==> src/rtl/uart_pkg.sv <==
// Shared command/response codes and FSM state encoding for the UART register bridge.
package uart_pkg;

  localparam logic [7:0] CMD_WR  = 8'h57;
  localparam logic [7:0] CMD_RD  = 8'h52;
  localparam logic [7:0] RSP_OK  = 8'h4B;
  localparam logic [7:0] RSP_ERR = 8'h45;
  localparam logic [7:0] RSP_UNK = 8'h3F;

  typedef enum logic [2:0] {
    ST_IDLE,
    ST_GET_ADDR,
    ST_GET_DATA,
    ST_BUS,
    ST_RESP0,
    ST_RESP1
  } state_t;

endpackage

==> src/rtl/uart_bridge_timer.sv <==
// Bus acknowledge timeout counter: cleared outside BUS, counts cycles waiting for ack.
module uart_bridge_timer #(
  parameter int ACK_TIMEOUT = 16,
  parameter int WIDTH_TO    = 5
) (
  input  logic i_clk,
  input  logic i_nrst,
  input  logic clr,
  input  logic en,
  output logic done
);

  logic [WIDTH_TO-1:0] cnt;

  always_ff @(posedge i_clk or negedge i_nrst) begin
    if (!i_nrst) begin
      cnt <= '0;
    end else if (clr) begin
      cnt <= '0;
    end else if (en) begin
      cnt <= cnt + 1'b1;
    end
  end

  // Asserted in the cycle whose increment brings the count to ACK_TIMEOUT.
  assign done = en && (cnt == WIDTH_TO'(ACK_TIMEOUT - 1));

endmodule

==> src/rtl/uart_reg_bridge.sv <==
// Byte-command UART to register-bus bridge: 'W' addr data / 'R' addr, answered with K/E/?.
module uart_reg_bridge
  import uart_pkg::*;
#(
  parameter int WIDTH_DATA  = 8,
  parameter int ACK_TIMEOUT = 16,
  parameter int WIDTH_TO    = 5
) (
  input  logic                  i_clk,
  input  logic                  i_nrst,
  input  logic [WIDTH_DATA-1:0] i_rx_data,
  input  logic                  i_rx_rdy,
  output logic                  o_rx_re,
  output logic [WIDTH_DATA-1:0] o_tx_data,
  output logic                  o_tx_we,
  input  logic                  i_tx_mty,
  output logic [WIDTH_DATA-1:0] o_bus_addr,
  output logic [WIDTH_DATA-1:0] o_bus_wdata,
  output logic                  o_bus_we,
  output logic                  o_bus_re,
  input  logic [WIDTH_DATA-1:0] i_bus_rdata,
  input  logic                  i_bus_ack
);

  state_t                state;
  logic                  cmd_is_wr;
  logic [WIDTH_DATA-1:0] addr_q;
  logic [WIDTH_DATA-1:0] wdata_q;
  logic [WIDTH_DATA-1:0] rdata_q;
  logic [WIDTH_DATA-1:0] resp_q;
  logic                  rd_ok;
  logic                  rx_hold;
  logic                  tx_hold;
  logic                  tmr_done;
  logic                  rx_take;
  logic                  tx_take;

  assign o_bus_addr  = addr_q;
  assign o_bus_wdata = wdata_q;

  // Each pulse is followed by one blind cycle so the peer can retire its flag.
  assign rx_take = i_rx_rdy && !rx_hold;
  assign tx_take = i_tx_mty && !tx_hold;

  uart_bridge_timer #(
    .ACK_TIMEOUT(ACK_TIMEOUT),
    .WIDTH_TO   (WIDTH_TO)
  ) u_timer (
    .i_clk (i_clk),
    .i_nrst(i_nrst),
    .clr   (state != ST_BUS),
    .en    ((state == ST_BUS) && !i_bus_ack),
    .done  (tmr_done)
  );

  always_ff @(posedge i_clk or negedge i_nrst) begin
    if (!i_nrst) begin
      state     <= ST_IDLE;
      cmd_is_wr <= 1'b0;
      addr_q    <= '0;
      wdata_q   <= '0;
      rdata_q   <= '0;
      resp_q    <= '0;
      rd_ok     <= 1'b0;
      rx_hold   <= 1'b0;
      tx_hold   <= 1'b0;
      o_rx_re   <= 1'b0;
      o_tx_data <= '0;
      o_tx_we   <= 1'b0;
      o_bus_we  <= 1'b0;
      o_bus_re  <= 1'b0;
    end else begin
      o_rx_re <= 1'b0;
      o_tx_we <= 1'b0;
      rx_hold <= 1'b0;
      tx_hold <= 1'b0;
      case (state)
        ST_IDLE: begin
          if (rx_take) begin
            o_rx_re <= 1'b1;
            rx_hold <= 1'b1;
            if (i_rx_data == WIDTH_DATA'(CMD_WR) || i_rx_data == WIDTH_DATA'(CMD_RD)) begin
              cmd_is_wr <= (i_rx_data == WIDTH_DATA'(CMD_WR));
              state     <= ST_GET_ADDR;
            end else begin
              resp_q <= WIDTH_DATA'(RSP_UNK);
              rd_ok  <= 1'b0;
              state  <= ST_RESP0;
            end
          end
        end
        ST_GET_ADDR: begin
          if (rx_take) begin
            o_rx_re <= 1'b1;
            rx_hold <= 1'b1;
            addr_q  <= i_rx_data;
            if (cmd_is_wr) begin
              state <= ST_GET_DATA;
            end else begin
              o_bus_re <= 1'b1;
              state    <= ST_BUS;
            end
          end
        end
        ST_GET_DATA: begin
          if (rx_take) begin
            o_rx_re  <= 1'b1;
            rx_hold  <= 1'b1;
            wdata_q  <= i_rx_data;
            o_bus_we <= 1'b1;
            state    <= ST_BUS;
          end
        end
        ST_BUS: begin
          if (i_bus_ack) begin
            o_bus_we <= 1'b0;
            o_bus_re <= 1'b0;
            resp_q   <= WIDTH_DATA'(RSP_OK);
            rd_ok    <= !cmd_is_wr;
            if (!cmd_is_wr) rdata_q <= i_bus_rdata;
            state    <= ST_RESP0;
          end else if (tmr_done) begin
            o_bus_we <= 1'b0;
            o_bus_re <= 1'b0;
            resp_q   <= WIDTH_DATA'(RSP_ERR);
            rd_ok    <= 1'b0;
            state    <= ST_RESP0;
          end
        end
        ST_RESP0: begin
          if (tx_take) begin
            o_tx_data <= resp_q;
            o_tx_we   <= 1'b1;
            tx_hold   <= 1'b1;
            state     <= rd_ok ? ST_RESP1 : ST_IDLE;
          end
        end
        ST_RESP1: begin
          if (tx_take) begin
            o_tx_data <= rdata_q;
            o_tx_we   <= 1'b1;
            tx_hold   <= 1'b1;
            state     <= ST_IDLE;
          end
        end
        default: state <= ST_IDLE;
      endcase
    end
  end

endmodule

==> config.mk <==
export PLATFORM = sky130hd
export DESIGN_NAME = uart_reg_bridge
export DESIGN_NICKNAME = d
export VERILOG_FILES = /design/src/rtl/uart_pkg.sv /design/src/rtl/uart_bridge_timer.sv /design/src/rtl/uart_reg_bridge.sv
export SDC_FILE = /design/constraint.sdc
export NUM_CORES = 1
export LEC_CHECK = 0
export ABC_AREA = 0
export BUFFER_PORTS_ARGS = -buffer_cell sky130_fd_sc_hd__buf_2
export CAP_MARGIN = 5
export CORE_ASPECT_RATIO = 1.1
export CORE_MARGIN = 1
export CORE_UTILIZATION = 43
export CTS_CLUSTER_DIAMETER = 150
export CTS_CLUSTER_SIZE = 20
export DETAILED_ROUTE_END_ITERATION = 10
export MAX_ROUTING_LAYER = met4
export PLACE_DENSITY = 0.66
export SLEW_MARGIN = 20
export SYNTH_ARGS = -nofsm -noshare
export SYNTH_HDL_FRONTEND = slang
export SYNTH_SLANG_ARGS = --single-unit
export TNS_END_PERCENT = 100
==> constraint.sdc <==
create_clock -name i_clk -period 1.8 [get_ports i_clk]
set_clock_uncertainty 0.05 [all_clocks]
set_input_delay 0.27 -clock i_clk [delete_from_list [all_inputs] [get_ports i_clk]]
set_output_delay 0.27 -clock i_clk [all_outputs]
set_load 0.1 [all_outputs]
* Word-level counts from Yosys, hierarchy flattened
Index checks and enable logic that the tools add are counted.
Widths: inputs -> output; s select.
** Storage, ports and cells
- Input bits :: 21
- Bits in registers :: 54
** Cells by class
- Multiplexer cells :: 36
- $add $sub $neg :: 1
- Reduce and logical (&&, ||, !) cells :: 26
- Equal/unequal tests :: 17
- Bitwise gates (word level) :: 1
** Operators by type and width (count)
- $mux 8 :: 6
- $pmux 8 s2 :: 2
- $mux 3 :: 9
- $pmux 3 s6 :: 1
- $eq 8x7->1 const B :: 2
- $ne 2x2->1 const B :: 7
- $mux 1 :: 13
- $reduce_and 3->1 :: 4
- $mux 5 :: 2
- $reduce_bool 2->1 :: 5
- $reduce_and 4->1 :: 2
- $eq 3x2->1 const B :: 2
- $eq 3x3->1 const B :: 2
- $pmux 1 s2 :: 3
- $reduce_and 6->1 :: 1
- $add 5x1->5 const B :: 1
- $eq 5x4->1 const B :: 1
- $logic_and 1x1->1 :: 4
- $logic_not 1->1 :: 4
- $reduce_and 2->1 :: 2
- $eq 3x1->1 const B :: 1
- $logic_not 3->1 :: 1
- $ne 3x2->1 const B :: 1
- $ne 3x3->1 const B :: 1
- other kinds (4) :: 4

* Logic depth before layout (Yosys ltp)
- Word-level depth :: 6
- Mapped depth :: 7

* Hierarchy
Synthesis repeated with hierarchy kept, for this count alone.
** Second synthesis, totals
- Cell total of the unflattened synthesis :: 195
- Area total of the unflattened synthesis :: 2306.0 µm²
** By module, submodules not included
- uart_reg_bridge :: cells each 171, times used 1, area an instance 2020.7 µm², sequential area each 1151.1 µm²
- uart_bridge_timer :: cells each 24, times used 1, area an instance 285.3 µm², sequential area each 125.1 µm²

* Worst setup path before layout
Ideal clock, no wire load.
- Kind :: register to register
- Start :: register rx_hold
- End :: register state[0]
- Data arrival time :: 1.710 ns
- Path slack :: -0.085 ns
- Required time :: 1.625 ns
- Cell stages (with the launch flop) :: 5
- Buffers on the path :: 0
- Cell sequence :: dfrtp_1 > nor2b_1 > nor3_1 > a21oi_1 > mux2_2
** Between the ends
- Longest elaborated chain between the ends :: 4
** Ends and longest elaborated chain
- start, declared :: line uart_reg_bridge.sv:32 : logic rx_hold;
- start signal, assigned :: line uart_reg_bridge.sv:65 : rx_hold <= 1'b0;
- start signal, assigned :: line uart_reg_bridge.sv:75 : rx_hold <= 1'b0;
- start signal, assigned :: line uart_reg_bridge.sv:81 : rx_hold <= 1'b1;
- $logic_not 1->1 (*) :: line uart_reg_bridge.sv:42 : assign rx_take = i_rx_rdy && !rx_hold;
- $logic_and 1x1->1 (*) :: line uart_reg_bridge.sv:42
- $ne 2x2->1 (no source line)
- $reduce_and 6->1 (no source line) (*)
- end signal, assigned :: line uart_reg_bridge.sv:135 : state <= rd_ok ? ST_RESP1 : ST_IDLE;
- end, declared :: line uart_reg_bridge.sv:25 : state_t state;
Mark *: on every way between the ends. The rest lies on a longest branch, timed or not.
A chain may end at the register's enable or synchronous reset.

* Worst setup path in the final report
- Start :: register u_timer.cnt[0]
- End :: register state[0]
** Between the ends
- Longest elaborated chain between the ends :: 4
** Ends and longest elaborated chain
- start, declared :: line uart_bridge_timer.sv:13 : logic [WIDTH_TO-1:0] cnt;
- start signal, assigned :: line uart_bridge_timer.sv:21 : cnt <= cnt + 1'b1;
- $eq 5x4->1 :: line uart_bridge_timer.sv:26 : assign done = en && (cnt == WIDTH_TO'(ACK_TIMEOUT - 1));
- $logic_and 1x1->1 :: line uart_bridge_timer.sv:26
- $ne 3x3->1 (no source line)
- $reduce_and 6->1 (no source line)
Every way passes these cells.

==> results by group <==
Timing
  • Final hold violations: 0
  • Fin crit share: 96.87%
  • Actual slew at the worst max-slew pin: 0.4948 ns
  • Setup WS post-layout: 0.05635 ns
  • Final setup viols: 0
  • Max-slew headroom: 67.24%
  • Max-slew violations: 0
  • Fmax: 0.5735 GHz
  • Tmin final: 1.744 ns

Logic synthesis
  • Simple-Gate Fraction of Synth Area: 15.44%
  • Syn_nets: 211
  • XOR/XNOR share of the synthesized area: 1.555%
  • Ys flop type: dfrtp_1
  • Mux cell area share after synthesis: 12.94%
  • EDFF count, synth: 0
  • Syn Inst Count: 188
  • Register area share after synthesis: 56.64%
  • Yosys reg bits: 51
  • Post-synth top area share: 56.64%
  • Largest family of logic cells by synthesized area: simple AND/OR/NAND/NOR gates
  • Post-synth top cells: 51 x dfrtp_1, 25 x mux2_2, 16 x nor2_1
  • Synth area leader: dfrtp_1
  • YS warnings: 0
  • Leading cell type by number of instances after synthesis: dfrtp_1
  • Netlist Area Pre-Place: 2253 um2
  • Synth cell types: 42
  • Adder-Cell Fraction of Synth Area: 1.110%
  • Syn_area_per_cell: 11.99 um2
  • Ys async rst share: 100.0%
  • Post-synthesis compound-gate area fraction: 9.661%
  • Top post-synthesis cells by area: dfrtp_1 57%, mux2_2 12%, nor2_1 2.7%

Global route
  • First-pass GRT wire length: 7465 um
  • Initial antenna violation count: 0
  • Remaining Overflow, GRT: 0
  • Largest net degree at the start of global routing: 52
  • Total track usage: 17.65%
  • Number of global-route vias before repair: 1,619

Drt
  • Initial DRC count: 72
  • Antenna viol nets, final: 0
  • DRT Pass-1 Iters: 7
  • Via count: 1,603
  • Wire per inst: 14.12 um
  • Post-route DRC: 11
  • Drt via density: 5.188
  • Drt total wl: 4364 um

Status
  • Violated checks: DRC
  • Outcome: finished with violations

Floorplanning
  • Die X: 71.02 um
  • Placement Rows: 27
  • Total core area: 5034 um2
  • IO Pins: 49
  • Starting Density: 44.77%
  • Die Area: 5534 um2
  • Die Ht: 77.93 um

Clock tree
  • Worst skew pair latency: 0.30 ns
  • CTS root buffer: clkbuf_8
  • CTS tree: yes
  • Worst-case clock buffer depth: 2
  • Num Clock Sinks: 51
  • TritonCTS Buffers: 5
  • Clock slew at reported path FFs: 0.09 ns
  • Htree depth: 2

Cells and area
  • Layout cells sized above 1: 43.43%
  • Fin area: 2770 um2
  • P&R area growth vs syn: 22.93%
  • Nets: 273
  • Finished Core Util: 55.03%
  • Antenna Cells: 0

Worst setup path
  • Startpoint Class: register
  • Kind of critical path: register to register
  • CP required: 1.94 ns
  • Worst Path Arrival: 1.88 ns
  • Crit path max fanout: 3
  • Crit. End Element: register

Placed design
  • Detailed placement HPWL: 3114 um
  • Placer Congestion: 0.8602
  • Input/output buffers: 48
  • Placement Setup Slack: 0.02572 ns
  • Cell Area, Placed: 2629 um2

Job
  • Max-cap violations: 0

Hold path
  • Worst hold path type: input pin to register
==> timing repair <==
item / in CTS / in global routing
hold buffers: 1 / 0
buffers inserted: 0 / 0
endpoints found under the setup margin: 1 / 8
pin swaps: 0 / 4
hold endpoints to repair: 51 / 0
gates resized for setup: 1 / 7
==> layer usage <==
layer | GRT usage (%) | wire [um] | vias to the layer above
met1 | 22.54 | 1985 | 771
met2 | 28.37 | 2149 | 40
met4 | 5.200 | 52 | 0
met3 | 3.766 | 177 | 6
li1 | - | - | 786
met5 | - | 0 | -
==> flip-flops by register name, indices dropped and copies added (netlist names) <==
register,count
o_bus_re,1
o_tx_data,8
cmd_is_wr,1
resp_q,5
rx_hold,1
u_timer.cnt,5
rdata_q,8
state,3
rd_ok,1
o_bus_addr,8
o_bus_we,1
tx_hold,1
o_bus_wdata,8
==> final timing paths <==
check | startpoint | end | slack, ns | cells after the start
max | u_timer.cnt[0] | state[0] | 0.06 | 7
min | i_bus_rdata[4] | rdata_q[4] | 0.14 | 2
max reg2reg | u_timer.cnt[0] | state[0] | 0.06 | 7
min reg2reg | o_tx_data[2] | o_tx_data[2] | 0.43 | 2
max in group asynchronous | i_nrst | state[2] | 1.02 | 3
min in group asynchronous | i_nrst | u_timer.cnt[1] | 0.44 | 3
==> layout by cell type, fill, tap and decap left out, types with 2 or more instances in the layout <==
cell,count
o22ai_1,3
inv_1,7
xnor2_1,2
nand3_1,2
nor3_1,2
a21o_1,3
nor2_1,15
nand2_1,11
buf_2,48
and2_1,2
buf_4,10
mux2_2,25
a22oi_1,2
o21ai_0,9
nand2b_1,2
nand2_2,2
dfrtp_1,49
clkbuf_8,6
a21oi_1,11
xor2_1,2
dfrtp_2,2
nand4_1,2
nor2b_1,7
==> through the flow <==
stage / hold slack (ns) / setup TNS (ns) / cells
after floorplan: -0.07559 / 0 / 188
after global placement: 0.2343 / 0 / 300
after detailed placement: 0.2338 / 0 / 300
after CTS: 0.1383 / 0 / 309
after global routing: 0.1376 / -0.01838 / 309
final: 0.1441 / 0 / 309
==> cell type report <==
cell class / instances / area [um2]
fillers: 449 / 2263
flip-flops and latches: 51 / 1279
multi-input cells: 125 / 948.4
repair buffers: 60 / 345.3
clock buffers: 6 / 82.58
well taps: 58 / 72.57
inverters: 7 / 26.28
clock inverters: 2 / 16.27
==> critical path: stages, from the launching register on <==
cell and delay, ns:
dfrtp_1 0.39, ha_2 0.18, and3_4 0.18, ha_4 0.13, nor2_2 0.05, a32oi_1 0.27
nand3_1 0.11, mux2_2 0.26
==> cells by family (layout without fill, tap and decap cells) <==
kind of cell | Yosys count | after routing
AOI/OAI and AO/OA | 35 | 35
and+or+nand+nor | 58 | 58
buffers and inverters | 12 | 75
adders and majority gates | 2 | 2
muxes | 26 | 26
xor gates and xnor gates | 4 | 4
DFF | 51 | 51
Power is left out: the tool's default activity adds up to more than one toggle a clock period on the data nets, which glitch-free logic cannot reach.
